File: src/rtl/spi_cmd_decoder.sv
`default_nettype none
// ============================================================================
//  Module   : spi_cmd_decoder
//  Purpose  : Command decoder behind an SPI slave receiver. Each received
//             16-bit word is decoded as a command (or as the data word of a
//             pending command). The response is placed in `sendme` and is
//             shifted out by the slave in the following transaction.
//             Commands: NOP, WRITE_REG, READ_REG, SET_PTR, READ_MEM (burst).
//  Ports    : clk, rst          - clock, asynchronous active-high reset
//             word_valid/data   - received word strobe and payload
//             sendme            - response word for the next transaction
//             ctrl_regs         - control registers 0..6, 16 bits each
//             status_in         - read-only value returned as register 7
//             mem_addr/rd       - memory read request (one outstanding)
//             mem_rdata/rvalid  - memory read response
//             busy              - high while a command is in progress
//  Revision : 1.0 - initial release
// ============================================================================
module spi_cmd_decoder #(
    parameter int          ADDR_W  = 16,
    parameter logic [23:0] TIMEOUT = 24'd1_000_000
) (
    input  logic              clk,
    input  logic              rst,
    input  logic              word_valid,
    input  logic [15:0]       word_data,
    output logic [15:0]       sendme,
    output logic [111:0]      ctrl_regs,
    input  logic [15:0]       status_in,
    output logic [ADDR_W-1:0] mem_addr,
    output logic              mem_rd,
    input  logic [15:0]       mem_rdata,
    input  logic              mem_rvalid,
    output logic              busy
);

    localparam logic [3:0] c_OP_WR_REG  = 4'h1;
    localparam logic [3:0] c_OP_RD_REG  = 4'h2;
    localparam logic [3:0] c_OP_RD_MEM  = 4'h3;
    localparam logic [3:0] c_OP_SET_PTR = 4'h4;
    localparam logic [2:0] c_STATUS_IDX = 3'd7;
    localparam int         c_EXT_W      = (ADDR_W > 16) ? ADDR_W : 16;

    typedef enum logic [2:0] {
        S_IDLE       = 3'd0,
        S_WR_DATA    = 3'd1,
        S_PTR_DATA   = 3'd2,
        S_MEM_REQ    = 3'd3,
        S_MEM_WAIT   = 3'd4,
        S_MEM_STREAM = 3'd5
    } state_t;

    state_t              r_state;
    state_t              w_state_next;
    logic [15:0]         r_sendme;
    logic [15:0]         r_regs [0:6];
    logic [2:0]          r_wr_addr;
    logic [ADDR_W-1:0]   r_ptr;
    logic [11:0]         r_remaining;
    logic [23:0]         r_idle_cnt;

    logic [3:0]          w_opcode;
    logic [11:0]         w_arg;
    logic [15:0]         w_reg_rd_data;
    logic [c_EXT_W-1:0]  w_word_ext;
    logic                w_timeout;
    logic                w_sendme_we;
    logic [15:0]         w_sendme_d;
    logic                w_wr_addr_load;
    logic                w_reg_we;
    logic                w_ptr_load;
    logic                w_ptr_inc;
    logic                w_rem_load;
    logic                w_rem_dec;

    assign w_opcode   = word_data[15:12];
    assign w_arg      = word_data[11:0];
    assign w_word_ext = c_EXT_W'(word_data);
    assign w_timeout  = (r_idle_cnt >= TIMEOUT);

    // Register read mux; address 7 maps to the external status word.
    always_comb begin
        w_reg_rd_data = status_in;
        for (int i = 0; i < 7; i++) begin
            if (w_arg[2:0] == 3'(i)) begin
                w_reg_rd_data = r_regs[i];
            end
        end
    end

    // Next-state and datapath control
    always_comb begin
        w_state_next   = r_state;
        w_sendme_we    = 1'b0;
        w_sendme_d     = 16'h0000;
        w_wr_addr_load = 1'b0;
        w_reg_we       = 1'b0;
        w_ptr_load     = 1'b0;
        w_ptr_inc      = 1'b0;
        w_rem_load     = 1'b0;
        w_rem_dec      = 1'b0;
        case (r_state)
            S_IDLE: begin
                if (word_valid) begin
                    case (w_opcode)
                        c_OP_WR_REG: begin
                            w_wr_addr_load = 1'b1;
                            w_state_next   = S_WR_DATA;
                        end
                        c_OP_RD_REG: begin
                            w_sendme_we = 1'b1;
                            w_sendme_d  = w_reg_rd_data;
                        end
                        c_OP_SET_PTR: begin
                            w_state_next = S_PTR_DATA;
                        end
                        c_OP_RD_MEM: begin
                            if (w_arg == 12'd0) begin
                                w_sendme_we = 1'b1;
                            end else begin
                                w_rem_load   = 1'b1;
                                w_state_next = S_MEM_REQ;
                            end
                        end
                        default: begin
                            w_sendme_we = 1'b1;
                        end
                    endcase
                end
            end
            S_WR_DATA: begin
                if (word_valid) begin
                    w_reg_we     = (r_wr_addr != c_STATUS_IDX);
                    w_state_next = S_IDLE;
                end else if (w_timeout) begin
                    w_sendme_we  = 1'b1;
                    w_state_next = S_IDLE;
                end
            end
            S_PTR_DATA: begin
                if (word_valid) begin
                    w_ptr_load   = 1'b1;
                    w_state_next = S_IDLE;
                end else if (w_timeout) begin
                    w_sendme_we  = 1'b1;
                    w_state_next = S_IDLE;
                end
            end
            S_MEM_REQ: begin
                w_ptr_inc    = 1'b1;
                w_state_next = S_MEM_WAIT;
            end
            S_MEM_WAIT: begin
                // Host words arriving here are overruns and are dropped.
                if (mem_rvalid) begin
                    w_sendme_we  = 1'b1;
                    w_sendme_d   = mem_rdata;
                    w_rem_dec    = 1'b1;
                    w_state_next = (r_remaining == 12'd1) ? S_IDLE : S_MEM_STREAM;
                end
            end
            S_MEM_STREAM: begin
                if (word_valid) begin
                    w_state_next = S_MEM_REQ;
                end else if (w_timeout) begin
                    w_sendme_we  = 1'b1;
                    w_state_next = S_IDLE;
                end
            end
            default: begin
                w_state_next = S_IDLE;
            end
        endcase
    end

    always_ff @(posedge clk or posedge rst) begin
        if (rst) begin
            r_state <= S_IDLE;
        end else begin
            r_state <= w_state_next;
        end
    end

    always_ff @(posedge clk or posedge rst) begin
        if (rst) begin
            r_sendme    <= 16'h0000;
            r_wr_addr   <= 3'd0;
            r_ptr       <= '0;
            r_remaining <= 12'd0;
            r_idle_cnt  <= 24'd0;
            for (int i = 0; i < 7; i++) begin
                r_regs[i] <= 16'h0000;
            end
        end else begin
            if (w_sendme_we) begin
                r_sendme <= w_sendme_d;
            end
            if (w_wr_addr_load) begin
                r_wr_addr <= w_arg[2:0];
            end
            for (int i = 0; i < 7; i++) begin
                if (w_reg_we && (r_wr_addr == 3'(i))) begin
                    r_regs[i] <= word_data;
                end
            end
            if (w_ptr_load) begin
                r_ptr <= w_word_ext[ADDR_W-1:0];
            end else if (w_ptr_inc) begin
                r_ptr <= r_ptr + 1'b1;
            end
            if (w_rem_load) begin
                r_remaining <= w_arg;
            end else if (w_rem_dec) begin
                r_remaining <= r_remaining - 12'd1;
            end
            // Counts clocks since the last host word; saturates so a stalled
            // memory cannot wrap it back below the threshold.
            if ((r_state == S_IDLE) || word_valid) begin
                r_idle_cnt <= 24'd0;
            end else if (!w_timeout) begin
                r_idle_cnt <= r_idle_cnt + 24'd1;
            end
        end
    end

    generate
        for (genvar gi = 0; gi < 7; gi++) begin : g_ctrl_regs
            assign ctrl_regs[16*gi +: 16] = r_regs[gi];
        end
    endgenerate

    // mem_addr tracks ptr, so it carries the request address while mem_rd is high.
    assign sendme   = r_sendme;
    assign mem_addr = r_ptr;
    assign mem_rd   = (r_state == S_MEM_REQ);
    assign busy     = (r_state != S_IDLE);

endmodule
`default_nettype wire
File: config.mk
export PLATFORM = sky130hd
export DESIGN_NAME = spi_cmd_decoder
export DESIGN_NICKNAME = d
export VERILOG_FILES = /design/src/rtl/spi_cmd_decoder.sv
export SDC_FILE = /design/constraint.sdc
export NUM_CORES = 1
export LEC_CHECK = 0
export ABC_AREA = 1
export ABC_CLOCK_PERIOD_IN_PS = 6650
export BUFFER_PORTS_ARGS = -buffer_cell sky130_fd_sc_hd__buf_4
export CAP_MARGIN = 20
export CORE_AREA = 2 2 148 179
export CTS_BUF_LIST = sky130_fd_sc_hd__clkbuf_4 sky130_fd_sc_hd__clkbuf_8
export CTS_CLUSTER_SIZE = 40
export DETAILED_ROUTE_END_ITERATION = 7
export DIE_AREA = 0 0 150 181
export PLACE_DENSITY = 0.67
export SETUP_SLACK_MARGIN = 0.3
export SYNTH_ARGS = -nofsm -noshare
export SYNTH_HDL_FRONTEND = slang
export SYNTH_SLANG_ARGS = --single-unit
File: constraint.sdc
create_clock -name clk -period 6.65 [get_ports clk]
set_clock_uncertainty 0.05 [all_clocks]
set_input_delay 0 -clock clk [delete_from_list [all_inputs] [get_ports clk]]
set_output_delay 0 -clock clk [all_outputs]
set_load 0.005 [all_outputs]
Yosys cells after proc, flatten, opt, wreduce, memory -nomap -nowiden
Cells that the tools add are included.

Register bits after elaboration: 186. Bits in latches: 0. RAM bits: 0. ROM bits: 0. Input bits: 52. Memories: 0.

Add/subtract/negate cells: 3. Multipliers: 0. Divide/modulo/power cells: 0. $lt $le $gt $ge: 1. Equality and inequality tests: 28. Shift-type cells: 0. Multiplexer cells: 46. Bitwise gates (word level): 0. Reduce and logical (&&, ||, !) cells: 19.

Operator list (count): 2-to-1 mux 16 bit (12); 2-to-1 mux 24 bit (2); one-hot mux 16 bit (2 select lines) (1); adder 24 x 1 -> 24 bit (second input constant) (1); == test 3 bit (second input constant) (8); greater-or-equal comparator 24 x 20 -> 1 bit (second input constant) (1); 2-to-1 mux 12 bit (2); 2-to-1 mux 3 bit (7); == test 3 x 2 -> 1 bit (second input constant) (6); 2-to-1 mux 1 bit (18); adder 16 x 1 -> 16 bit (second input constant) (1); one-hot mux 3 bit (5 select lines) (1); == test 12 x 1 -> 1 bit (second input constant) (1); logical NOT 12 bit (1); subtractor 12 x 1 -> 12 bit (second input constant) (1); == test 3 x 1 -> 1 bit (second input constant) (3); logical NOT 3 bit (3); one-hot mux 3 bit (3 select lines) (1); == test 4 x 2 -> 1 bit (second input constant) (2); logical AND 1 bit (7); inequality test 3 bit (second input constant) (2); == test 4 x 1 -> 1 bit (second input constant) (1); == test 4 x 3 -> 1 bit (second input constant) (1); inequality test 2 bit (second input constant) (2); 10 further kinds (12).

Longest topological paths before layout
Word-level depth: 11. Depth in mapped cells: 13.

Worst setup path before layout
Ideal clock, no wire load.

Path kind: register to register. Start: register r_idle_cnt[10]. End: register r_sendme[0], in the netlist sendme[0]. Setup time: 0.124 ns. Arrival time: 1.413 ns. Path slack: 5.063 ns. Cell stages (with the launch flop): 10. Path buffers: 1. Period minus slack after synthesis: 1.587 ns. Cell sequence: dfrtp_1 nor2_1 nand3_1 nor2_1 nand3_1 nand3_2 nand2_2 buf_2 nand3_1 nand3_1.

Word-level cells in the longest chain between the ends: 4.

Ends and longest elaborated chain: from (decl) (RTL line 60) `logic [23:0] r_idle_cnt;`; from (signal assigned) (RTL line 221) `r_idle_cnt <= r_idle_cnt + 24'd1;`; greater-or-equal comparator 24 x 20 -> 1 bit (RTL line 79) `assign w_timeout = (r_idle_cnt >= TIMEOUT);`; 2-to-1 mux 1 bit (RTL line 135, 144, 165); 2-to-1 mux 1 bit (RTL line 141) `if (word_valid) begin`; one-hot mux 1 bit (3 select lines) (RTL line 102) `case (r_state)`; to (signal assigned) (RTL line 196) `r_sendme <= w_sendme_d;`; to (decl) (RTL line 55) `logic [15:0] r_sendme;`.

Every way passes these cells. A chain may end at the register's enable or synchronous reset.

Worst setup path after layout
Start: input port word_data[2]. End: register r_sendme[12], in the netlist sendme[12].

Word-level cells in the longest chain between the ends: 11. Elaborated cells between the ends (all ways): 22.

Ends and longest elaborated chain: from (decl) (RTL line 26) `input logic [15:0] word_data,`; logical NOT 3 bit (RTL line 85) `if (w_arg[2:0] == 3'(i)) begin`; 2-to-1 mux 16 bit (7 in series) (RTL line 85); 2-to-1 mux 16 bit (RTL line 105) `case (w_opcode)`; 2-to-1 mux 16 bit (RTL line 104) `if (word_valid) begin`; one-hot mux 16 bit (2 select lines) (RTL line 102).

Parallel ways exist; a longest one is shown, timed or not.

==> metrics <==
Placed Instance Area=11600 µm²; # H-tree levels=4; Post-CTS Repair Setup Buffers=0; IO Pins=198; Max FO, Critical Path=31; Post-synth top cells=nand2_1, dfrtp_1, nand3_1; critical path's most frequent cell=nand2_1; DR WL/cell=18.7 µm; ANT nets after route=0; fmax=363 MHz; fin cells=1866; CTS tree=yes; Fillers=2566; number of synthesized flops with an enable pin=0; Die Span X=150 µm; FF/Latch Area=4650 µm²; clock latency on the worst-skew pair=490 ps; Buffers on Ports=197; Yosys top cell area share=46.6%; Yosys warnings=0; routability cong.=0.997; initial DRC count=753; share of cells above drive strength 1=17.9%; hpwl dp=24800 µm; Least-Margin Pin Slew=784 ps; routed vias=9933; Power Density=316 nW/µm²; Layout Nets=1580; critical path cell sequence=dlygate4sd3_1 -> buf_4 -> inv_2 -> nand3_1 -> inv_1 -> nand2_1 -> nand3_1 -> nand3_1 -> nand2_1 -> nand2_1 -> nand2_1 -> nand2_1 -> nand3_1; Avg Inst Size Synth=7.49 µm²; initial antenna violation count=0; clock sinks=186; Max Cap Violations=0; post-DR vias/cell=5.32; largest net degree at the start of global routing=82; Area growth syn-to-layout=23.7%; die height=181 µm; metal3 WL=2270 µm; fraction of registers with async set/reset=100%; Slew headroom=47.3%; Mapped Cells=1332; CP required=7010 ps; global-route wire length before repair=52400 µm; unrepaired setup endpoints after global routing=no; leakage=6.22 nW; worst setup path class=input pin to flop; DRC Markers=0; largest cells by area after synthesis=dfrtp_1, nand2_1, nand3_1, o21ai_1, inv_1; Top Layer Used=met4; Critical Path Sink Type=flop; fin worst setup slack=3890 ps; post-place setup slack=4010 ps; Core ar.=25300 µm²; Arr. time, crit path=3120 ps; register area share after synthesis=46.6%; mapped cell area=9980 µm²; met2 wire len=17900 µm; total global-route track usage=25.5%; # rows=64; VDD IR max=139 µV; Antenna Cells=0; worst hold path class=input pin to flop; Met1 Wirelength=12600 µm; post-route cell area=12300 µm²; status=finished, final reports clean; critical path's slowest cell=nand3_1; number of CTS-inserted buffers=17; Initial Utilization=39.4%; WL final=34900 µm; final setup violating endpoints=0; post-route minimum period=2760 ps; top-count cell post-synth=nand2_1; area occupied by multi-input gates=4440 µm²; Syn Nets=1389; largest area contributor in the netlist=dfrtp_1; Startpoint Class=input pin; post-synth cell types=43; Post-Route Utilization=48.8%; max incr delay on CP=730 ps; Synth Register Bits=186; clk slew on worst S/H paths=110 ps; CTS root buf=clkbuf_8; CTS Buffer Depth=2; number of global-route vias before repair=9175; placed insts=1803; global route overflow=0; Final Cycle Share=41.4%; final slew viol count=0; top_reg_cell synth=dfrtp_1; total die area=27200 µm²; Final Hold Fails=0; drt first pass iters=5; setup TNS=0 ps
-- placed cells by master, fill, tap and decap left out, types with 2 or more instances in the layout --
cell / instances
clkbuf_8: 18
nor2_2: 3
nand4_1: 17
nor2_1: 110
nand3_1: 145
o221ai_1: 14
ha_1: 5
or2_2: 7
o211ai_1: 4
or2_0: 5
clkinv_8: 8
xor2_1: 18
nand3b_1: 2
inv_2: 11
nor3_1: 13
o21ai_0: 51
a21oi_1: 20
dfrtp_1: 186
xnor2_1: 3
a21o_1: 2
nand2_1: 367
buf_4: 200
nand2_2: 4
inv_6: 5
dlygate4sd3_1: 31
nand3_2: 10
o22ai_1: 5
o31ai_1: 4
nor2_4: 2
nor4_1: 3
inv_1: 141
o21ai_1: 109
clkinv_1: 2
-- sequential cells by signal, summed over array words and instances (netlist names) --
register     count
r_state          3
mem_addr        16
r_idle_cnt      24
r_wr_addr        3
sendme          16
r_remaining     12
ctrl_regs      112
-- metal layers --
| metal | up-vias | track usage [%] |
|---|---|---|
| li1 | 4693 | - |
| met1 | 4710 | 29.0 |
| met2 | 423 | 44.9 |
| met3 | 107 | 4.04 |
| met4 | 0 | 14.7 |
| met5 | - | 0 |
-- cells by family after synthesis --
| logic type | after synthesis | synth area share [%] |
|---|---|---|
| compound gates | 212 | 11.6 |
| xor+xnor | 21 | 1.84 |
| flops | 186 | 46.6 |
| buf+inv | 214 | 8.84 |
| simple gates | 694 | 30.4 |
| fa+ha+maj | 5 | 0.627 |
-- worst paths after layout --
kind	start	to	slack (ps)	depth (start not counted)
max reg2reg	r_idle_cnt[12]$_DFFE_PP0P_	r_idle_cnt[2]$_DFFE_PP0P_	4240	9
max	word_data[2]	sendme[12]$_DFFE_PP0P_	3890	13
min reg2reg	r_idle_cnt[23]$_DFFE_PP0P_	r_idle_cnt[23]$_DFFE_PP0P_	450	2
max in group asynchronous	rst	ctrl_regs[81]$_DFFE_PP0P_	5100	4
min	word_data[7]	r_state[0]$_DFFE_PP0P_	30	5
min in group asynchronous	rst	ctrl_regs[31]$_DFFE_PP0P_	140	3
-- repair_timing --
action,in CTS,in global routing
setup endpoints to repair,0,0
endpoints found under the hold margin,156,0
hold buffers,31,0
resized for setup,0,0
-- layout make-up --
| cell class | count | area share (%) |
|---|---|---|
| repair buffers | 231 | 14.7 |
| well taps | 330 | 3.34 |
| flip-flops and latches | 186 | 37.7 |
| inverters | 155 | 4.75 |
| clock buffers | 18 | 2.01 |
| clock inverters | 14 | 1.56 |
| multi-input cells | 932 | 36.0 |
-- where the power goes --
group / internal [mW] / switching (mW)
clock: 0.305 / 0.499
combinational: 0.637 / 0.653
sequential: 1.44 / 0.369
-- critical path, delay by kind of cell --
kind                   cells  cell delay, ps
buffers and inverters      4            1770
AND/OR/NAND/NOR            9            1320
-- per-stage QoR --
step | power, mW | hold slack, ps
finish | 3.91 | 34.9
global route | 4.15 | 42.3
CTS | 3.92 | 1.99
detailed placement | 3.10 | 137
global placement | 3.07 | 139
floorplan | 2.36 | 71.0
Note: power is estimated with default switching activity, not from simulation.
